<file path="src/rtl/uart_rx_reg_bank.sv">
// ============================================================================
// Module   : uart_rx_reg_bank
// Purpose  : Builds UART bytes into an addressed register bank. Each frame is
//            a start address followed by REG_WIDTH/8 bytes per register, and
//            the address auto-increments from one register to the next.
// Options  : UART_RX_REG_TIMEOUT_EN (abort a frame after an idle gap)
// Revision : 1.0 - initial release
// ============================================================================
`default_nettype none

module uart_rx_reg_bank #(
    parameter int REG_WIDTH      = 32,
    parameter int REG_NUM        = 16,
    parameter int MSB_FIRST      = 1,
    parameter int TIMEOUT_CYCLES = 100000,
    localparam int ADDR_W        = $clog2(REG_NUM)
) (
    input  logic                 clk,
    input  logic                 rst_n,
    input  logic [7:0]           rx_data,
    input  logic                 rx_ack,
    input  logic                 rx_frame_ack,
    input  logic [ADDR_W-1:0]    rd_addr,
    output logic [REG_WIDTH-1:0] rd_data,
    output logic                 wr_valid,
    output logic [ADDR_W-1:0]    wr_addr,
    output logic [REG_WIDTH-1:0] wr_data,
    output logic                 frame_err
);

    localparam int BYTES = REG_WIDTH / 8;
    localparam int CNT_W = (BYTES > 1) ? $clog2(BYTES) : 1;

    localparam logic [CNT_W-1:0]  LAST_BYTE = CNT_W'(BYTES - 1);
    localparam logic [ADDR_W-1:0] LAST_ADDR = ADDR_W'(REG_NUM - 1);
    localparam logic [8:0]        NUM_9     = 9'(REG_NUM);
    localparam logic [ADDR_W:0]   NUM_A     = (ADDR_W + 1)'(REG_NUM);

    typedef enum logic [1:0] {
        IDLE = 2'd0,
        DATA = 2'd1,
        DROP = 2'd2
    } state_t;

    state_t                 state_q, state_d;
    logic [ADDR_W-1:0]      addr_ptr_q, addr_ptr_d;
    logic [CNT_W-1:0]       byte_cnt_q, byte_cnt_d;
    logic [REG_WIDTH-1:0]   shift_q, shift_d;
    logic [REG_WIDTH-1:0]   bank_q [REG_NUM];
    logic [REG_WIDTH-1:0]   bank_d [REG_NUM];
    logic [REG_WIDTH-1:0]   rd_data_q, rd_data_d;
    logic                   wr_valid_q, wr_valid_d;
    logic [ADDR_W-1:0]      wr_addr_q, wr_addr_d;
    logic [REG_WIDTH-1:0]   wr_data_q, wr_data_d;
    logic                   frame_err_q, frame_err_d;
    logic [REG_WIDTH-1:0]   shift_in;
    logic                   timeout;

    // Value of the shift register once the current byte has been absorbed.
    generate
        if (REG_WIDTH == 8) begin : g_single_byte
            assign shift_in = rx_data;
        end else if (MSB_FIRST != 0) begin : g_msb_first
            assign shift_in = {shift_q[REG_WIDTH-9:0], rx_data};
        end else begin : g_lsb_first
            assign shift_in = {rx_data, shift_q[REG_WIDTH-1:8]};
        end
    endgenerate

`ifdef UART_RX_REG_TIMEOUT_EN
    localparam int TO_W = $clog2(TIMEOUT_CYCLES + 1);
    localparam logic [TO_W-1:0] TO_LAST = TO_W'(TIMEOUT_CYCLES - 1);

    logic [TO_W-1:0] idle_cnt_q, idle_cnt_d;

    always_comb begin
        idle_cnt_d = '0;
        timeout    = 1'b0;
        if ((state_q != IDLE) && !rx_ack) begin
            if (idle_cnt_q == TO_LAST) begin
                timeout = 1'b1;
            end else begin
                idle_cnt_d = idle_cnt_q + TO_W'(1);
            end
        end
    end

    always_ff @(posedge clk or negedge rst_n) begin
        if (!rst_n) begin
            idle_cnt_q <= '0;
        end else begin
            idle_cnt_q <= idle_cnt_d;
        end
    end
`else
    assign timeout = 1'b0;
`endif

    always_comb begin
        state_d     = state_q;
        addr_ptr_d  = addr_ptr_q;
        byte_cnt_d  = byte_cnt_q;
        shift_d     = shift_q;
        bank_d      = bank_q;
        wr_valid_d  = 1'b0;
        wr_addr_d   = wr_addr_q;
        wr_data_d   = wr_data_q;
        frame_err_d = 1'b0;

        case (state_q)
            IDLE: begin
                if (rx_ack) begin
                    byte_cnt_d = '0;
                    shift_d    = '0;
                    if ({1'b0, rx_data} < NUM_9) begin
                        addr_ptr_d = rx_data[ADDR_W-1:0];
                        state_d    = rx_frame_ack ? IDLE : DATA;
                    end else begin
                        frame_err_d = 1'b1;
                        state_d     = rx_frame_ack ? IDLE : DROP;
                    end
                end
            end
            DATA: begin
                if (rx_ack) begin
                    if (byte_cnt_q == LAST_BYTE) begin
                        bank_d[addr_ptr_q] = shift_in;
                        wr_valid_d         = 1'b1;
                        wr_addr_d          = addr_ptr_q;
                        wr_data_d          = shift_in;
                        byte_cnt_d         = '0;
                        shift_d            = '0;
                        addr_ptr_d         = (addr_ptr_q == LAST_ADDR) ? '0
                                           : addr_ptr_q + ADDR_W'(1);
                    end else begin
                        shift_d    = shift_in;
                        byte_cnt_d = byte_cnt_q + CNT_W'(1);
                    end
                end
                // Frame end is judged on the counter after this cycle's byte.
                if (rx_frame_ack || timeout) begin
                    frame_err_d = (byte_cnt_d != '0);
                    byte_cnt_d  = '0;
                    shift_d     = '0;
                    state_d     = IDLE;
                end
            end
            DROP: begin
                if (rx_frame_ack || timeout) begin
                    state_d = IDLE;
                end
            end
            default: begin
                state_d = IDLE;
            end
        endcase
    end

    // Out-of-range read addresses (non power-of-two banks) return zero.
    always_comb begin
        rd_data_d = '0;
        if ({1'b0, rd_addr} < NUM_A) begin
            rd_data_d = bank_q[rd_addr];
        end
    end

    always_ff @(posedge clk or negedge rst_n) begin
        if (!rst_n) begin
            state_q     <= IDLE;
            addr_ptr_q  <= '0;
            byte_cnt_q  <= '0;
            shift_q     <= '0;
            for (int i = 0; i < REG_NUM; i++) begin
                bank_q[i] <= '0;
            end
            rd_data_q   <= '0;
            wr_valid_q  <= 1'b0;
            wr_addr_q   <= '0;
            wr_data_q   <= '0;
            frame_err_q <= 1'b0;
        end else begin
            state_q     <= state_d;
            addr_ptr_q  <= addr_ptr_d;
            byte_cnt_q  <= byte_cnt_d;
            shift_q     <= shift_d;
            bank_q      <= bank_d;
            rd_data_q   <= rd_data_d;
            wr_valid_q  <= wr_valid_d;
            wr_addr_q   <= wr_addr_d;
            wr_data_q   <= wr_data_d;
            frame_err_q <= frame_err_d;
        end
    end

    assign rd_data   = rd_data_q;
    assign wr_valid  = wr_valid_q;
    assign wr_addr   = wr_addr_q;
    assign wr_data   = wr_data_q;
    assign frame_err = frame_err_q;

endmodule

`default_nettype wire

</file>
<file path="config.mk">
export PLATFORM = sky130hd
export DESIGN_NAME = uart_rx_reg_bank
export DESIGN_NICKNAME = d
export VERILOG_FILES = /design/src/rtl/uart_rx_reg_bank.sv
export SDC_FILE = /design/constraint.sdc
export NUM_CORES = 1
export LEC_CHECK = 0
export BUFFER_PORTS_ARGS = -buffer_cell sky130_fd_sc_hd__buf_2
export CAP_MARGIN = 20
export CORE_MARGIN = 2
export CORE_UTILIZATION = 62
export CTS_CLUSTER_DIAMETER = 30
export CTS_CLUSTER_SIZE = 20
export DETAILED_ROUTE_END_ITERATION = 7
export GPL_TIMING_DRIVEN = 1
export PLACE_DENSITY_LB_ADDON = 0.08
export SETUP_SLACK_MARGIN = 0.1
export SLEW_MARGIN = 20
export SYNTH_ARGS = -nofsm -noshare
export SYNTH_HDL_FRONTEND = slang
export SYNTH_SLANG_ARGS = --single-unit
</file>
<file path="constraint.sdc">
create_clock -name clk -period 2.43 [get_ports clk]
set_input_delay 0.1215 -clock clk [delete_from_list [all_inputs] [get_ports clk]]
set_output_delay 0.1215 -clock clk [all_outputs]
set_load 0.1 [all_outputs]
</file>
==> flow_summary.yaml, run 1 <==
run_status:
  run_status: "complete, no violations"
power_and_ir_drop:
  cell_area_power_density_nw_per_um2: 876
  clock_power_share_pct: 59.6
  netSwitchingFraction_pct: 22.3
  finalPower_mw: 28.5
  power.internal_mw: 22.1
  power.ir.vdd_worst_uv: 1110
  leakage_nw: 15.9
  power.sequential.fraction_pct: 36.5
  p_sw_mw: 6.35
  power_frac_comb_pct: 3.9
min_path:
  worstHoldPathCells: 4
  class_of_the_tightest_hold_or_removal_check: "in -> reg"
  hp-start: "rd_addr[2]"
  worstHoldEndpoint: "rd_data[22]"
clock_network:
  clockBufferDepth: 3
  clock_pin_slew_on_the_worst_setup_and_hold_paths_ps: 50
  clock_latency_of_the_later_clocked_register_in_the_worst_skew_pair_ps: 660
  htree_levels: 3
  tritoncts_clock_tree: "yes"
  clock-sinks: 614
  numCtsBuffers: 117
  cts_root_buf: "sky130_fd_sc_hd__clkbuf_16"
  buffers_inserted_during_post_cts_setup_optimization: 0
cells_and_area:
  final_cell_count_no_fill: 2525
  antenna_cells: 0
  final_nets: 1859
  areaGrowthSynthToFinish_pct: 21.2
  drive_above_1_share_pct: 52.8
synthesis:
  synth.avg_cell_area_sq_um: 15.6
  synth.cell_area_sq_um: 26900
  synthesis.yosys.warnings: 0
  synth_cells: 1724
  ys_seq_area_share_pct: 57.2
  number_of_enable_flip_flop_cells_after_synthesis: 0
  asyncSetResetFlopFracSynth_pct: 100
  synth_top_flop_cell: "sky130_fd_sc_hd__dfrtp_1"
  post_synth_fa_ha_maj_area_fraction_pct: 0.326
  yosys_register_bits: 614
  largest_family_of_logic_cells_by_synthesized_area: "multiplexers"
  synth_compound_area_share_pct: 2.83
  syn_nets: 1747
  synthMuxAreaShare_pct: 33.7
  synth.distinct_cells: 41
  synth_xor_area_share_pct: 0
  synthSimpleGateAreaFrac_pct: 2.52
detailed_routing:
  routed_via_count: 15400
  wire_per_inst_um: 24.8
  post_drt_via_cell_ratio: 6.10
  drt.antenna.violating_nets: 0
  firstDrtPassIters: 4
  detail_route.wirelength_um: 62700
  remaining_drc_errors: 0
  drt-initial-drc-count: 1065
placement:
  place_inst: 2291
  detailed_place_hpwl_um: 35500
  buffer_ports.inserted: 85
  gp_congestion: 0.763
critical_path:
  worstPathCellList: "inv_1, ha_1, buf_4, mux2_2, o211ai_2, nor3_1, a211o_1"
  cp-startpoint: "state_q[1]"
  timing.reg2reg.setup_slack_ps: 280
  data_arrival_critical_path_ps: 2690
  reg2reg_from: "state_q[1]"
  ff2ff_path_depth: 7
  worst_setup_path_end_kind: "flip-flop"
  required_ps: 2970
  crit_path_top_delay_cell: "sky130_fd_sc_hd__dfrtp_1"
  worstPathMaxFanout: 16
  critical_path.max_stage_delay_ps: 370
  worstReg2RegEnd: "addr_ptr_q[2]"
  critical_path_class: "reg -> reg"
  cp-start-kind: "flip-flop"
global_routing:
  globalRouteMet3Util_pct: 7.09
  grt.overflow.total: 0
  busiest_layer: "met2"
  grtUsageMet1_pct: 41.1
  grt_use_total_pct: 29.8
  groute.layer.met2.usage_pct: 48.0
  grt_pass1_wl_um: 100000
  grt_pass1_vias: 17000
  largest_net_degree_at_the_start_of_global_routing: 77
  number_of_antenna_violations_at_the_first_check_in_global_routing: 1
floorplan:
  core.rowCount: 76
  die_area_sq_um: 45000
  floorplan.initialDensity_pct: 62.6
  die_width_um: 212
  io_pins: 86
  die_height_um: 212
  coreArea_sq_um: 42900
sta:
  tns_ps: 0
  finalSetupViolations: 0
  tightestPinTransition_ps: 771
  timing.final.max_slew_violations: 0
  finalHoldViolCount: 0
  finalCriticalPeriod_ps: 2150
  worst_hold_slack_ps: 72.2
  rsz0062_at_grt: "false"
  slew-limit-headroom_pct: 48.6
  clock.fmax_mhz: 464
  timing.final.crit_share_pct: 88.7
  skew_ps: 19.8
run:
  max_cap_viol_count: 0
## worst max-delay path: cells and delay by family (launching register included)
kind            cells  cell delay (ps)
fa+ha+maj           1              350
buf+inv             2              420
mux                 1              370
flops               1              370
simple gates        1              100
compound gates      2              430
## synth_stat cells (10+ instances only)
cell type,count,area [sq um]
sky130_fd_sc_hd__nand2_1,95,357
sky130_fd_sc_hd__clkbuf_1,54,203
sky130_fd_sc_hd__dfrtp_1,614,15400
sky130_fd_sc_hd__a22oi_1,64,480
sky130_fd_sc_hd__buf_2,24,120
sky130_fd_sc_hd__mux2_1,32,360
sky130_fd_sc_hd__buf_1,31,116
sky130_fd_sc_hd__mux2_2,513,5780
sky130_fd_sc_hd__buf_4,50,375
sky130_fd_sc_hd__o21ai_0,26,130
sky130_fd_sc_hd__inv_1,10,37.5
sky130_fd_sc_hd__mux4_2,128,2880
## worst max path at each step
stage	endpoint	slack (ps)	depth (start not counted)
final	addr_ptr_q[2]	280	7
after CTS	addr_ptr_q[2]	280	7
after global routing	addr_ptr_q[2]	130	7
after global placement	addr_ptr_q[2]	350	7
after floorplan	bank_q[385]	590	7
after detailed placement	addr_ptr_q[2]	330	7
## power by group through the flow
stage	Combinational, mW	Sequential, mW	Clock (mW)
2_1_floorplan	0.605	10.5	0
3_3_place_gp	1.09	10.6	0
3_5_place_dp	1.11	10.6	0
4_1_cts	1.13	10.4	17.1
5_1_grt	1.24	10.4	17.7
6_report	1.12	10.4	17.0
## sequential cells by signal, indices dropped and copies added (netlist names)
name and count:
bank_q 512, state_q 2, wr_addr 4, wr_data 32
wr_valid 1, byte_cnt_q 2, shift_q 24, rd_data 32
frame_err 1, addr_ptr_q 4
## per-layer routing
metal | up-vias | part of all wire [%]
li1 | 6588 | -
met1 | 8303 | 43
met2 | 410 | 49
met3 | 110 | 5.4
met4 | 0 | 2.3
met5 | - | 0
## logic make-up after synthesis
family                   count (synthesis)
multiplexers                           676
AO/OA/AOI/OAI                          112
AND/OR/NAND/NOR                        140
adder cells (fa/ha/maj)                  7
buffers and inverters                  175
flip-flops                             614
## layout by cell type, fill, tap and decap left out, drive strengths merged, types with 22 or more instances in the layout
master / instances
buf: 146
bufinv: 22
o21ai: 33
mux4: 128
mux2: 545
nand2: 95
dfrtp: 614
clkbuf: 143
a22oi: 64
clkinv: 38
## final cells by class
type	count	area [sq um]
Clock inverter	81	1100
Inverter	10	37.5
Multi-Input combinational cell	935	10700
Timing Repair Buffer	158	1500
Fill cell	2538	10300
Clock buffer	142	3130
Sequential cell	614	15400
Tap cell	585	732
## metrics by stage
| step | util (%) | cell area [sq um] | setup WS (ps) |
|---|---|---|---|
| 2_1_floorplan | - | 26900 | 593 |
| 3_3_place_gp | 65.8 | 28200 | 351 |
| 3_5_place_dp | 65.8 | 28200 | 327 |
| 4_1_cts | 75.9 | 32500 | 277 |
| 5_1_grt | 75.9 | 32500 | 133 |
| 6_report | 75.9 | 32500 | 275 |
## repair_timing
item,in CTS,in global routing
hold endpoints to repair,128,0
hold buffers,11,0
resized for setup,0,0
Note: power is estimated with default switching activity, not from simulation.
==> run 2: changes to the inputs <==
Clock period 2.43 ns to 2 ns, I/O delays scaled along.
==> run 2 against run 1 <==
  * Via count increased by 2.5%
  * Core utilization up 1.9 points
  * Sequential power up 22%
  * Critical path depth did not move
  * Largest cell class unchanged
  * Final cell count is 1.7% higher
  * Clock skew rose by 4.4 ps
  * Design area is 2.5% higher
  * Combinational power increased by 38%
  * Global-route usage increased by 0.95 points
  * Fmax grew 14%
==> flow_summary.yaml, run 2 (synthesis results as in run 1) <==
cells_and_area:
  antenna_cells: 0
  num-fill-cells: 2409
  final_cell_mix: "sky130_fd_sc_hd__dfrtp_1 (611), sky130_fd_sc_hd__mux2_2 (513), sky130_fd_sc_hd__clkbuf_16 (139)"
  drive_above_1_share_pct: 54.3
  final_nets: 1911
  final_cell_count_no_fill: 2568
  final_core_utilization_pct: 77.8
  flip_flop_count_of_the_largest_register_all_copies_and_words_added: 512
  layout_commonest_cell: "sky130_fd_sc_hd__dfrtp_1"
  areaGrowthSynthToFinish_pct: 24.2
  largest_register: "bank_q"
  post-route-cell-area_sq_um: 33300
critical_path:
  ff2ff_path_depth: 7
  reg2reg_from: "addr_ptr_q[1]"
  required_ps: 2580
  cp-startpoint: "addr_ptr_q[1]"
  cp-start-kind: "flip-flop"
  timing.reg2reg.setup_slack_ps: 110
  worstPathMaxFanout: 8
  worst_setup_path_end_kind: "flip-flop"
  cp-endpoint: "bank_q[356]"
  data_arrival_critical_path_ps: 2460
  worstReg2RegEnd: "bank_q[356]"
  critical_path_class: "reg -> reg"
clock_network:
  clock_latency_of_the_later_clocked_register_in_the_worst_skew_pair_ps: 710
  clock_pin_slew_on_the_worst_setup_and_hold_paths_ps: 40
  htree_levels: 4
  clock-sinks: 614
  tritoncts_clock_tree: "yes"
  clockBufferDepth: 3
  cts_root_buf: "sky130_fd_sc_hd__clkbuf_16"
  numCtsBuffers: 130
detailed_routing:
  firstDrtPassIters: 6
  post_drt_via_cell_ratio: 6.15
  remaining_drc_errors: 0
  drt-initial-drc-count: 1080
  drt.antenna.violating_nets: 0
  wire_per_inst_um: 25.7
  routed_via_count: 15800
  detail_route.wirelength_um: 66000
placement:
  buffer_ports.inserted: 85
  detailed_place_hpwl_um: 37700
  gp_congestion: 0.766
  place_inst: 2319
  place_area_sq_um: 28600
sta:
  timing.final.max_slew_violations: 0
  clock.fmax_mhz: 530
  slew-limit-headroom_pct: 39.4
  finalCriticalPeriod_ps: 1890
  finalSetupViolations: 0
  finalHoldViolCount: 0
  skew_ps: 24.2
  rsz0062_at_grt: "true"
  tightestPinTransition_ps: 910
  timing.final.crit_share_pct: 94.3
floorplan:
  io_pins: 86
  die_width_um: 212
  core.rowCount: 76
  die_area_sq_um: 45000
  die_height_um: 212
  coreArea_sq_um: 42900
  floorplan.initialDensity_pct: 62.6
global_routing:
  grt_use_total_pct: 30.8
  grt.overflow.total: 0
  largest_net_degree_at_the_start_of_global_routing: 94
  grt_pass1_vias: 17400
  grt_pass1_wl_um: 103000
  number_of_antenna_violations_at_the_first_check_in_global_routing: 0
power_and_ir_drop:
  power.ir.vdd_worst_uv: 927
  leakage_nw: 16.4
  cell_area_power_density_nw_per_um2: 1050
min_path:
  class_of_the_tightest_hold_or_removal_check: "in -> reg"
run_status:
  run_status: "complete, no violations"
run:
  max_cap_viol_count: 0
run 2: cell types whose count changed in the layout (fill, tap and decap cells not counted), sizes merged:
cell,previous run,this run
buf,146,180
bufinv,22,9
clkbuf,143,178
clkinv,38,32
clkinvlp,15,8
run 2: timing repair:
action	CTS	global route
pin swaps	3	7
hold buffers	12	0
endpoints found under the setup margin	451	206
gates cloned	0	6
hold endpoints to repair	778	0
resized for setup	11	14
setup buffers	0	4
run 2: how the worst min path moves through the flow:
| stage | end | slack [ps] | startpoint | cells after the start |
|---|---|---|---|---|
| 3_5_place_dp | bank_q[473] | 40 | rst_n | 1 |
| 2_1_floorplan | addr_ptr_q[0] | -200 | rst_n | 0 |
| 4_1_cts | rd_data[17] | 30 | rd_addr[0] | 4 |
| 3_3_place_gp | bank_q[504] | 30 | rst_n | 1 |
| 5_1_grt | bank_q[88] | 70 | rst_n | 3 |
| 6_report | rd_data[17] | 60 | rd_addr[0] | 4 |
run 2: per-stage QoR:
| stage | worst slack (ps) | hold WS, ps | setup TNS [ps] | power (mW) |
|---|---|---|---|---|
| finish | 114 | 55.8 | 0 | 34.9 |
| global route | 17.9 | 73.4 | 0 | 36.0 |
| CTS | 94.7 | 26.8 | 0 | 35.1 |
| detailed placement | -48.1 | 38.1 | -1720 | 14.3 |
| global placement | -11.9 | 34.3 | -393 | 14.3 |
| floorplan | 163 | -196 | 0 | 13.5 |
run 2: where the power goes:
| group | leakage (nW) | internal, mW | switching [mW] |
|---|---|---|---|
| logic | 5.67 | 0.538 | 0.998 |
| clock network | 2.11 | 14.0 | 6.69 |
| registers | 8.57 | 12.5 | 0.130 |
run 2: critical path, cell delays in order (launching register included):
cell	delay [ps]
sky130_fd_sc_hd__dfrtp_1	430
sky130_fd_sc_hd__inv_2	100
sky130_fd_sc_hd__ha_2	210
sky130_fd_sc_hd__nand2_4	90
sky130_fd_sc_hd__nor3_4	220
sky130_fd_sc_hd__buf_12	160
sky130_fd_sc_hd__clkbuf_16	180
sky130_fd_sc_hd__mux2_2	350
run 2: routing by layer:
layer  vias to the layer above  wire, um  GRT usage, %
met3                        97      3240          6.03
met1                      8574     28800          43.2
met2                       405     32400          48.5
met5                         -         0             0
li1                       6717         -             -
met4                         0      1600          11.5
run 2: final cells by class:
cell class                      instances  area [sq um]  area share [%]
Multi-Input combinational cell        935         10700            32.2
Timing Repair Buffer                  197          2150            6.44
Sequential cell                       614         15400            46.1
Clock buffer                          172          3700            11.1
Clock inverter                         55           614            1.84
Tap cell                              585           732            2.20
Inverter                               10          37.5           0.113
